File: src/rtl/pwm_ctrl_pkg.sv
// Shared constants for the pwm frame controller: control register address,
// control bit positions and the committed duty width.
package pwm_ctrl_pkg;

  localparam logic [4:0] ADDR_CTRL   = 5'h1E;
  localparam int         CTRL_ARM    = 0;
  localparam int         CTRL_TO_CLR = 1;
  localparam int         DUTY_W      = 16;

  typedef logic [DUTY_W-1:0] duty_t;

endpackage

File: src/rtl/pwm_tick_gen.sv
// Prescaler and frame counter: produces the registered clk_tick pulse and the
// frame-start pwmclk pulse, which always coincides with a clk_tick.
module pwm_tick_gen #(
  parameter int TICK_DIV    = 50,
  parameter int FRAME_TICKS = 2500
) (
  input  logic clk,
  input  logic resetn,
  output logic clk_tick,
  output logic pwmclk
);

  localparam int PW = $clog2(TICK_DIV);
  localparam int FW = $clog2(FRAME_TICKS);
  localparam logic [PW-1:0] PRESC_LAST = PW'(TICK_DIV - 1);
  localparam logic [FW-1:0] FRAME_LAST = FW'(FRAME_TICKS - 1);

  logic [PW-1:0] presc_q, presc_d;
  logic [FW-1:0] frame_q, frame_d;
  logic          tick_q, tick_d;
  logic          pwm_q, pwm_d;

  // Pulses are decoded one cycle early so they can be registered yet line up
  // with the terminal counts; frame_q cannot change in the cycle before a tick.
  always_comb begin
    presc_d = (presc_q == PRESC_LAST) ? '0 : presc_q + 1'b1;
    tick_d  = (presc_d == PRESC_LAST);
    frame_d = frame_q;
    if (tick_q) begin
      frame_d = (frame_q == FRAME_LAST) ? '0 : frame_q + 1'b1;
    end
    pwm_d = tick_d && (frame_q == FRAME_LAST);
  end

  always_ff @(posedge clk or negedge resetn) begin
    if (!resetn) begin
      presc_q <= '0;
      frame_q <= '0;
      tick_q  <= 1'b0;
      pwm_q   <= 1'b0;
    end else begin
      presc_q <= presc_d;
      frame_q <= frame_d;
      tick_q  <= tick_d;
      pwm_q   <= pwm_d;
    end
  end

  assign clk_tick = tick_q;
  assign pwmclk   = pwm_q;

endmodule

File: src/rtl/pwm_frame_ctrl.sv
// Duty register file, frame-boundary transfer and frame-count watchdog for a
// bank of pwm channels; tick/frame timing comes from pwm_tick_gen.
module pwm_frame_ctrl
  import pwm_ctrl_pkg::*;
#(
  parameter int NUM_CH      = 8,
  parameter int TICK_DIV    = 50,
  parameter int FRAME_TICKS = 2500,
  parameter int WDOG_FRAMES = 40
) (
  input  logic                clk,
  input  logic                resetn,
  input  logic                wr_en,
  input  logic [4:0]          wr_addr,
  input  logic [7:0]          wr_data,
  output logic                clk_tick,
  output logic                pwmclk,
  output logic [8*NUM_CH-1:0] pwm_duty_l,
  output logic [8*NUM_CH-1:0] pwm_duty_h,
  output logic                armed,
  output logic                timeout
);

  localparam int WW = $clog2(WDOG_FRAMES + 1);
  localparam logic [WW-1:0] WDOG_LAST = WW'(WDOG_FRAMES - 1);
  localparam logic [WW-1:0] WDOG_MAX  = WW'(WDOG_FRAMES);

  logic tick, frame;

  pwm_tick_gen #(
    .TICK_DIV   (TICK_DIV),
    .FRAME_TICKS(FRAME_TICKS)
  ) u_tick_gen (
    .clk     (clk),
    .resetn  (resetn),
    .clk_tick(tick),
    .pwmclk  (frame)
  );

  logic [7:0]    stage_q  [NUM_CH];
  logic [7:0]    stage_d  [NUM_CH];
  duty_t         shadow_q [NUM_CH];
  duty_t         shadow_d [NUM_CH];
  duty_t         duty_q   [NUM_CH];
  duty_t         duty_d   [NUM_CH];
  logic          armed_q, armed_d;
  logic          timeout_q, timeout_d;
  logic [WW-1:0] wdog_q, wdog_d;

  logic [3:0] wr_ch;
  logic       ch_wr, commit, ctrl_wr, disarm, wdog_hit, xfer_en;

  // Channel 15 would alias the control register, so NUM_CH <= 15 keeps the
  // channel decode and the control decode disjoint.
  assign wr_ch    = wr_addr[4:1];
  assign ch_wr    = wr_en && (int'(wr_ch) < NUM_CH);
  assign commit   = ch_wr && wr_addr[0];
  assign ctrl_wr  = wr_en && (wr_addr == ADDR_CTRL);
  assign disarm   = ctrl_wr && !wr_data[CTRL_ARM];
  assign wdog_hit = frame && armed_q && !commit && (wdog_q == WDOG_LAST);
  assign xfer_en  = armed_q && !timeout_q && !wdog_hit;

  always_comb begin
    stage_d  = stage_q;
    shadow_d = shadow_q;
    duty_d   = duty_q;
    for (int n = 0; n < NUM_CH; n++) begin
      if (ch_wr && !wr_addr[0] && (wr_ch == 4'(n))) begin
        stage_d[n] = wr_data;
      end
      if (commit && (wr_ch == 4'(n))) begin
        shadow_d[n] = {wr_data, stage_q[n]};
      end
      // Transfer reads shadow_q, so a commit on the frame cycle waits a frame.
      if (disarm) begin
        duty_d[n] = '0;
      end else if (frame) begin
        duty_d[n] = xfer_en ? shadow_q[n] : '0;
      end
    end
  end

  always_comb begin
    armed_d = ctrl_wr ? wr_data[CTRL_ARM] : armed_q;

    timeout_d = timeout_q;
    if (ctrl_wr && wr_data[CTRL_TO_CLR]) begin
      timeout_d = 1'b0;
    end else if (wdog_hit) begin
      timeout_d = 1'b1;
    end

    wdog_d = wdog_q;
    if (!armed_q || commit) begin
      wdog_d = '0;
    end else if (frame && (wdog_q != WDOG_MAX)) begin
      wdog_d = wdog_q + 1'b1;
    end
  end

  always_ff @(posedge clk or negedge resetn) begin
    if (!resetn) begin
      stage_q   <= '{default: '0};
      shadow_q  <= '{default: '0};
      duty_q    <= '{default: '0};
      armed_q   <= 1'b0;
      timeout_q <= 1'b0;
      wdog_q    <= '0;
    end else begin
      stage_q   <= stage_d;
      shadow_q  <= shadow_d;
      duty_q    <= duty_d;
      armed_q   <= armed_d;
      timeout_q <= timeout_d;
      wdog_q    <= wdog_d;
    end
  end

  for (genvar n = 0; n < NUM_CH; n++) begin : g_duty_out
    assign pwm_duty_l[8*n +: 8] = duty_q[n][7:0];
    assign pwm_duty_h[8*n +: 8] = duty_q[n][15:8];
  end

  assign clk_tick = tick;
  assign pwmclk   = frame;
  assign armed    = armed_q;
  assign timeout  = timeout_q;

endmodule

File: config.mk
export PLATFORM = sky130hd
export DESIGN_NAME = pwm_frame_ctrl
export DESIGN_NICKNAME = d
export VERILOG_FILES = /design/src/rtl/pwm_ctrl_pkg.sv /design/src/rtl/pwm_tick_gen.sv /design/src/rtl/pwm_frame_ctrl.sv
export SDC_FILE = /design/constraint.sdc
export NUM_CORES = 1
export LEC_CHECK = 0
export BUFFER_PORTS_ARGS = -buffer_cell sky130_fd_sc_hd__buf_2
export CAP_MARGIN = 30
export CELL_PAD_IN_SITES_DETAIL_PLACEMENT = 0
export CELL_PAD_IN_SITES_GLOBAL_PLACEMENT = 1
export CORE_MARGIN = 4
export CORE_UTILIZATION = 49
export DETAILED_ROUTE_END_ITERATION = 12
export PLACE_DENSITY_LB_ADDON = 0.1
export SLEW_MARGIN = 20
export SYNTH_ARGS = -nofsm -noshare
export SYNTH_HDL_FRONTEND = slang
export SYNTH_SLANG_ARGS = --single-unit
File: constraint.sdc
create_clock -name clk -period 2.4 [get_ports clk]
set_input_delay 0.12 -clock clk [delete_from_list [all_inputs] [get_ports clk]]
set_output_delay 0.12 -clock clk [all_outputs]
set_load 0.02 [all_outputs]
* After elaboration in Yosys (flattened, before gate mapping)
Cells that the tools add are included.
Word-level totals: flip-flop bits (word level) 348, bits in latches 0, memory bits (writable) 0, bits in read-only memories 0, input bits 16, output and inout port bits 132, memories 0
Cells by class: add/sub/neg operators 3, multipliers 0, divide/modulo/power cells 0, order comparisons 1, equal/unequal tests 13, shift-type cells 0, mux-type cells 30, bitwise operators 0, reduce and logical (&&, ||, !) cells 40
Operator list (number):
- 2-to-1 mux 16 bit | 24
- logical AND 1 bit | 29
- equality test 6 bit (second input constant) | 3
- 2-to-1 mux 6 bit | 3
- equality test 4 x 3 -> 1 bit (second input constant) | 4
- adder 12 x 1 -> 12 bit (second input constant) | 1
- adder 6 x 1 -> 6 bit (second input constant) | 2
- equality test 12 bit (second input constant) | 1
- 2-to-1 mux 12 bit | 1
- equality test 4 x 2 -> 1 bit (second input constant) | 2
- logical NOT 1 bit | 6
- inequality test 6 bit (second input constant) | 1
- nonzero test 2 bit | 3
- equality test 5 bit (second input constant) | 1
- equality test 4 x 1 -> 1 bit (second input constant) | 1
- logical NOT 4 bit | 1
- less-than comparator 4 bit (second input constant) | 1
- 2-to-1 mux 1 bit | 2
- logical OR 1 bit | 1

* Logic depth before layout (Yosys ltp)
word-level depth 11, gate-level depth with buffers 7

* Modules after synthesis
From an unflattened synthesis, not the netlist that was laid out.
Unflattened totals: cells, all modules 1026, area total of the unflattened synthesis 14292.5 um^2
Modules (own cells, without submodules):
- pwm_frame_ctrl | instances 1, cells each 929, area each 13261.5 um^2, sequential area each 8207.9 um^2
- pwm_tick_gen | instances 1, cells each 97, area each 1031.0 um^2, sequential area each 500.5 um^2

* Worst setup path after synthesis
No wires, ideal clock.
path type reg2reg, start register wdog_q[0], end register duty_q, in the netlist pwm_duty_h[0], setup time 0.066 ns, data arrival time 1.715 ns, required time 2.334 ns, path slack 0.618 ns, cell stages (with the launch flop) 8, buffers on the path 2, clock period less this slack 1.782 ns, path through dfrtp_1 > ha_1 > and3_1 > a41o_1 > nor3_1 > buf_4 > buf_4 > a22o_1
Between the ends: word-level cells in the longest chain between the ends 7
Ends and longest elaborated chain:
- start, declared | RTL line pwm_frame_ctrl.sv:48 | logic [WW-1:0] wdog_q, wdog_d;
- start signal, assigned | RTL line pwm_frame_ctrl.sv:115 | wdog_q <= wdog_d;
- equality test 6 bit | RTL line pwm_frame_ctrl.sv:60 | assign wdog_hit = frame && armed_q && !commit && (wdog_q == WDOG_LAST);
- logical AND 1 bit | RTL line pwm_frame_ctrl.sv:60
- logical NOT 1 bit | RTL line pwm_frame_ctrl.sv:61 | assign xfer_en = armed_q && !timeout_q && !wdog_hit;
- logical AND 1 bit | RTL line pwm_frame_ctrl.sv:61
- 2-to-1 mux 16 bit | RTL line pwm_frame_ctrl.sv:78 | duty_d[n] = xfer_en ? shadow_q[n] : '0;
- 2-to-1 mux 16 bit | RTL line pwm_frame_ctrl.sv:77 | end else if (frame) begin
- 2-to-1 mux 16 bit | RTL line pwm_frame_ctrl.sv:75 | if (disarm) begin
- end signal, assigned | RTL line pwm_frame_ctrl.sv:112 | duty_q <= duty_d;
- end, declared | RTL line pwm_frame_ctrl.sv:44 | duty_t duty_q [NUM_CH];
Every way passes these cells. The select of a mux whose other input is x is not followed. A chain may end at the register's enable or synchronous reset.

* Worst setup path in the final report
start register wdog_q[0], end register duty_q, in the netlist pwm_duty_l[5]
The elaborated chain is that of the path after synthesis.

==> metrics.yaml <==
placement:
  port_buffers: 147
  place_hpwl_um: 17200
  routabilityCongestion: 0.770
clocking:
  h-tree-depth: 2
  cts_made_buffers: 37
  clockRootBuffer: "clkbuf_16"
  clkTransAtPathRegs_ns: 0.06
  post_cts_buffers: 0
  clock_path_buffers: 3
  clock_sinks: 348
  cts_tree: "built"
  clock_latency_ns: 0.51
setup_path:
  cp_cell_sequence: "ha_1 -> and3_1 -> a41o_1 -> nor3_2 -> buf_12 -> a22o_1"
  reg2reg_depth: 6
  critPathSlowestCell: "nor3_2"
  r2r_start: "wdog_q[0]"
  crit_path_end: "pwm_duty_l[5]"
  worstSetupPathType: "reg2reg"
  crit_path_max_fanout: 59
  crit_arrival_ns: 2.63
  cp_top_family: "simple AND/OR/NAND/NOR gates"
  cp_slowest_stage_delay_ns: 0.42
  crit_path_start_kind: "flop"
  cp-startpoint: "wdog_q[0]"
  required_ns: 2.85
  crit_buf_inv: 1
  cp.depth: 6
  r2r_end: "pwm_duty_l[5]"
  crit_path_end_kind: "flop"
  r2r_slack_ns: 0.22
synthesis:
  ys_ff_latch: 348
  synth_top_cells_by_count: "348 x dfrtp_1, 193 x mux2_2, 128 x a22o_1"
  yosysUniqueCellTypes: 39
  synth.most_common_cell: "dfrtp_1"
  mappedNetlistArea_mm2: 0.0131
  synth_area_leaders: "dfrtp_1 67%, mux2_2 17%, a22o_1 8.6%"
  yosysSeqAreaShare: 0.666
  synth_top_cell_by_area: "dfrtp_1"
  synthCells: 847
  yosys_warnings: 0
  synth_ff_type: "dfrtp_1"
  syn_area_per_cell_um2: 15.4
  synth_nets: 868
  synth_edf_count: 0
  netlist.area_leader.share: 0.666
  async_flop_share: 1.00
floorplan:
  design.die.area_mm2: 0.0294
  fp.coreArea_mm2: 0.0261
  die_w_um: 171
  die_h_um: 171
  ios: 148
  start_util: 0.501
  rows: 59
global_routing:
  grt_max_degree: 78
  globalRouteTotalUtil: 0.201
  grt_antenna_before_repair: 0
  grt_overflow: 0
  grt_pass1_vias: 7821
  grt_pass1_wl_um: 46100
timing:
  finalCriticalPeriod_ns: 2.18
  slew_headroom: 0.566
  worstMarginPinSlew_ns: 0.651
  setup_viol: 0
  final-hold-violation-count: 0
  drv_slew: 0
  post-route-period-util: 0.910
  tns_ns: 0
  rsz0062_at_grt: "no"
  finClkSkew_ns: 0.0195
  max_freq_mhz: 458
routing:
  routedWlPerCell_um: 21.2
  finalWirelength_um: 29200
  vias: 7692
  ant_nets: 0
  viasPerCell: 5.60
  drt_iter0_markers: 367
  first_pass_iters: 4
  drc: 0
layout:
  fillerInstances: 2123
  fin_nets: 1032
  syn_to_final_growth_pct: 18.7
  diodes: 0
  drive_gt1_frac: 0.411
  final_util: 0.594
flow_run:
  drv_cap: 0
power_and_ir_drop:
  power_w: 0.0132
  power_per_cell_area_mw_per_mm2: 849
  leakage_nw: 7.88
  peakVddDrop_mv: 0.574
worst_hold_path:
  whs_path_depth: 4
  hp-class: "in2reg"
status:
  status: "finished, final reports clean"
timing repair:
item	in CTS	in global routing
resized for setup	0	0
hold buffers	1	0
hold endpoints to repair	69	0
per-stage QoR:
| stage | hold slack, ns | instance area, µm² | setup WS [ns] | cells |
|---|---|---|---|---|
| CTS | 0.133 | 15500 | 0.215 | 1373 |
| global placement | 0.143 | 14300 | 0.319 | 1306 |
| finish | 0.157 | 15500 | 0.216 | 1373 |
| global route | 0.185 | 15500 | 0.0886 | 1373 |
| detailed placement | 0.151 | 14300 | 0.268 | 1306 |
| floorplan | -0.176 | 13100 | 0.618 | 847 |
final cells by class:
cell class	count	area (µm²)	share of cell area
sequential	348	8710	0.561
multi-input combinational	444	4100	0.264
clock buffer	58	1130	0.0726
timing repair buffer	173	1040	0.0672
tap	335	419	0.0270
clock inverter	8	96.3	0.00621
inverter	7	26.3	0.00169
kinds of logic (layout without fill, tap and decap cells):
group / count (synthesis) / count (layout) / share of synthesized area
DFF: 348 / 348 / 0.666
adders and majority gates: 5 / 5 / 0.00478
buffers and inverters: 55 / 246 / 0.0214
and+or+nand+nor: 88 / 88 / 0.0386
muxes: 195 / 195 / 0.168
AOI/OAI and AO/OA: 142 / 142 / 0.0923
xor gates and xnor gates: 14 / 14 / 0.00937
sequential cells by signal, indices dropped and copies added (netlist names):
register,flops
pwm_duty_l,64
u_tick_gen.frame_q,12
wdog_q,6
armed,1
u_tick_gen.pwmclk,1
pwm_duty_h,64
stage_q,64
u_tick_gen.presc_q,6
u_tick_gen.clk_tick,1
timeout,1
shadow_q,128
per-layer routing:
metal,global-route usage,part of all wire
met1,0.299,0.48
met2,0.302,0.45
met3,0.0513,0.058
met4,0.0458,0.018
met5,0,0
report_power, final:
| part | switching (W) | leakage (nW) | total [W] | internal [W] |
|---|---|---|---|---|
| logic | 0.000349 | 2.62 | 0.000810 | 0.000461 |
| clock network | 0.00223 | 0.600 | 0.00567 | 0.00344 |
| registers | 0.000271 | 4.67 | 0.00670 | 0.00643 |
| total | 0.00285 | 7.88 | 0.0132 | 0.0103 |
how the worst min path moves through the flow:
stage / end / slack (ns) / start
after floorplan: armed / -0.18 / resetn
after global placement: pwm_duty_h[24] / 0.14 / resetn
after detailed placement: pwm_duty_h[24] / 0.15 / resetn
after CTS: timeout / 0.13 / wr_en
after global routing: armed / 0.19 / wr_en
final: timeout / 0.16 / wr_en
placed cells by master, fill, tap and decap left out, types with 5 or more instances in the layout:
master / n
mux2_2: 193
nor2b_1: 5
dfrtp_1: 348
buf_4: 17
inv_1: 7
buf_2: 146
ha_1: 5
xnor2_1: 10
clkbuf_1: 11
o21ai_0: 5
nand4_1: 6
nand2_1: 20
buf_12: 8
clkbuf_16: 39
a22o_1: 128
nor3_1: 7
nor2_1: 16
clkbuf_8: 8
worst min-delay path, delay by kind of cell:
family / cells / cell delay, ns
compound gates: 1 / 0.15
buf+inv: 1 / 0.13
simple gates: 2 / 0.20
(Power assumes the default switching activity.)
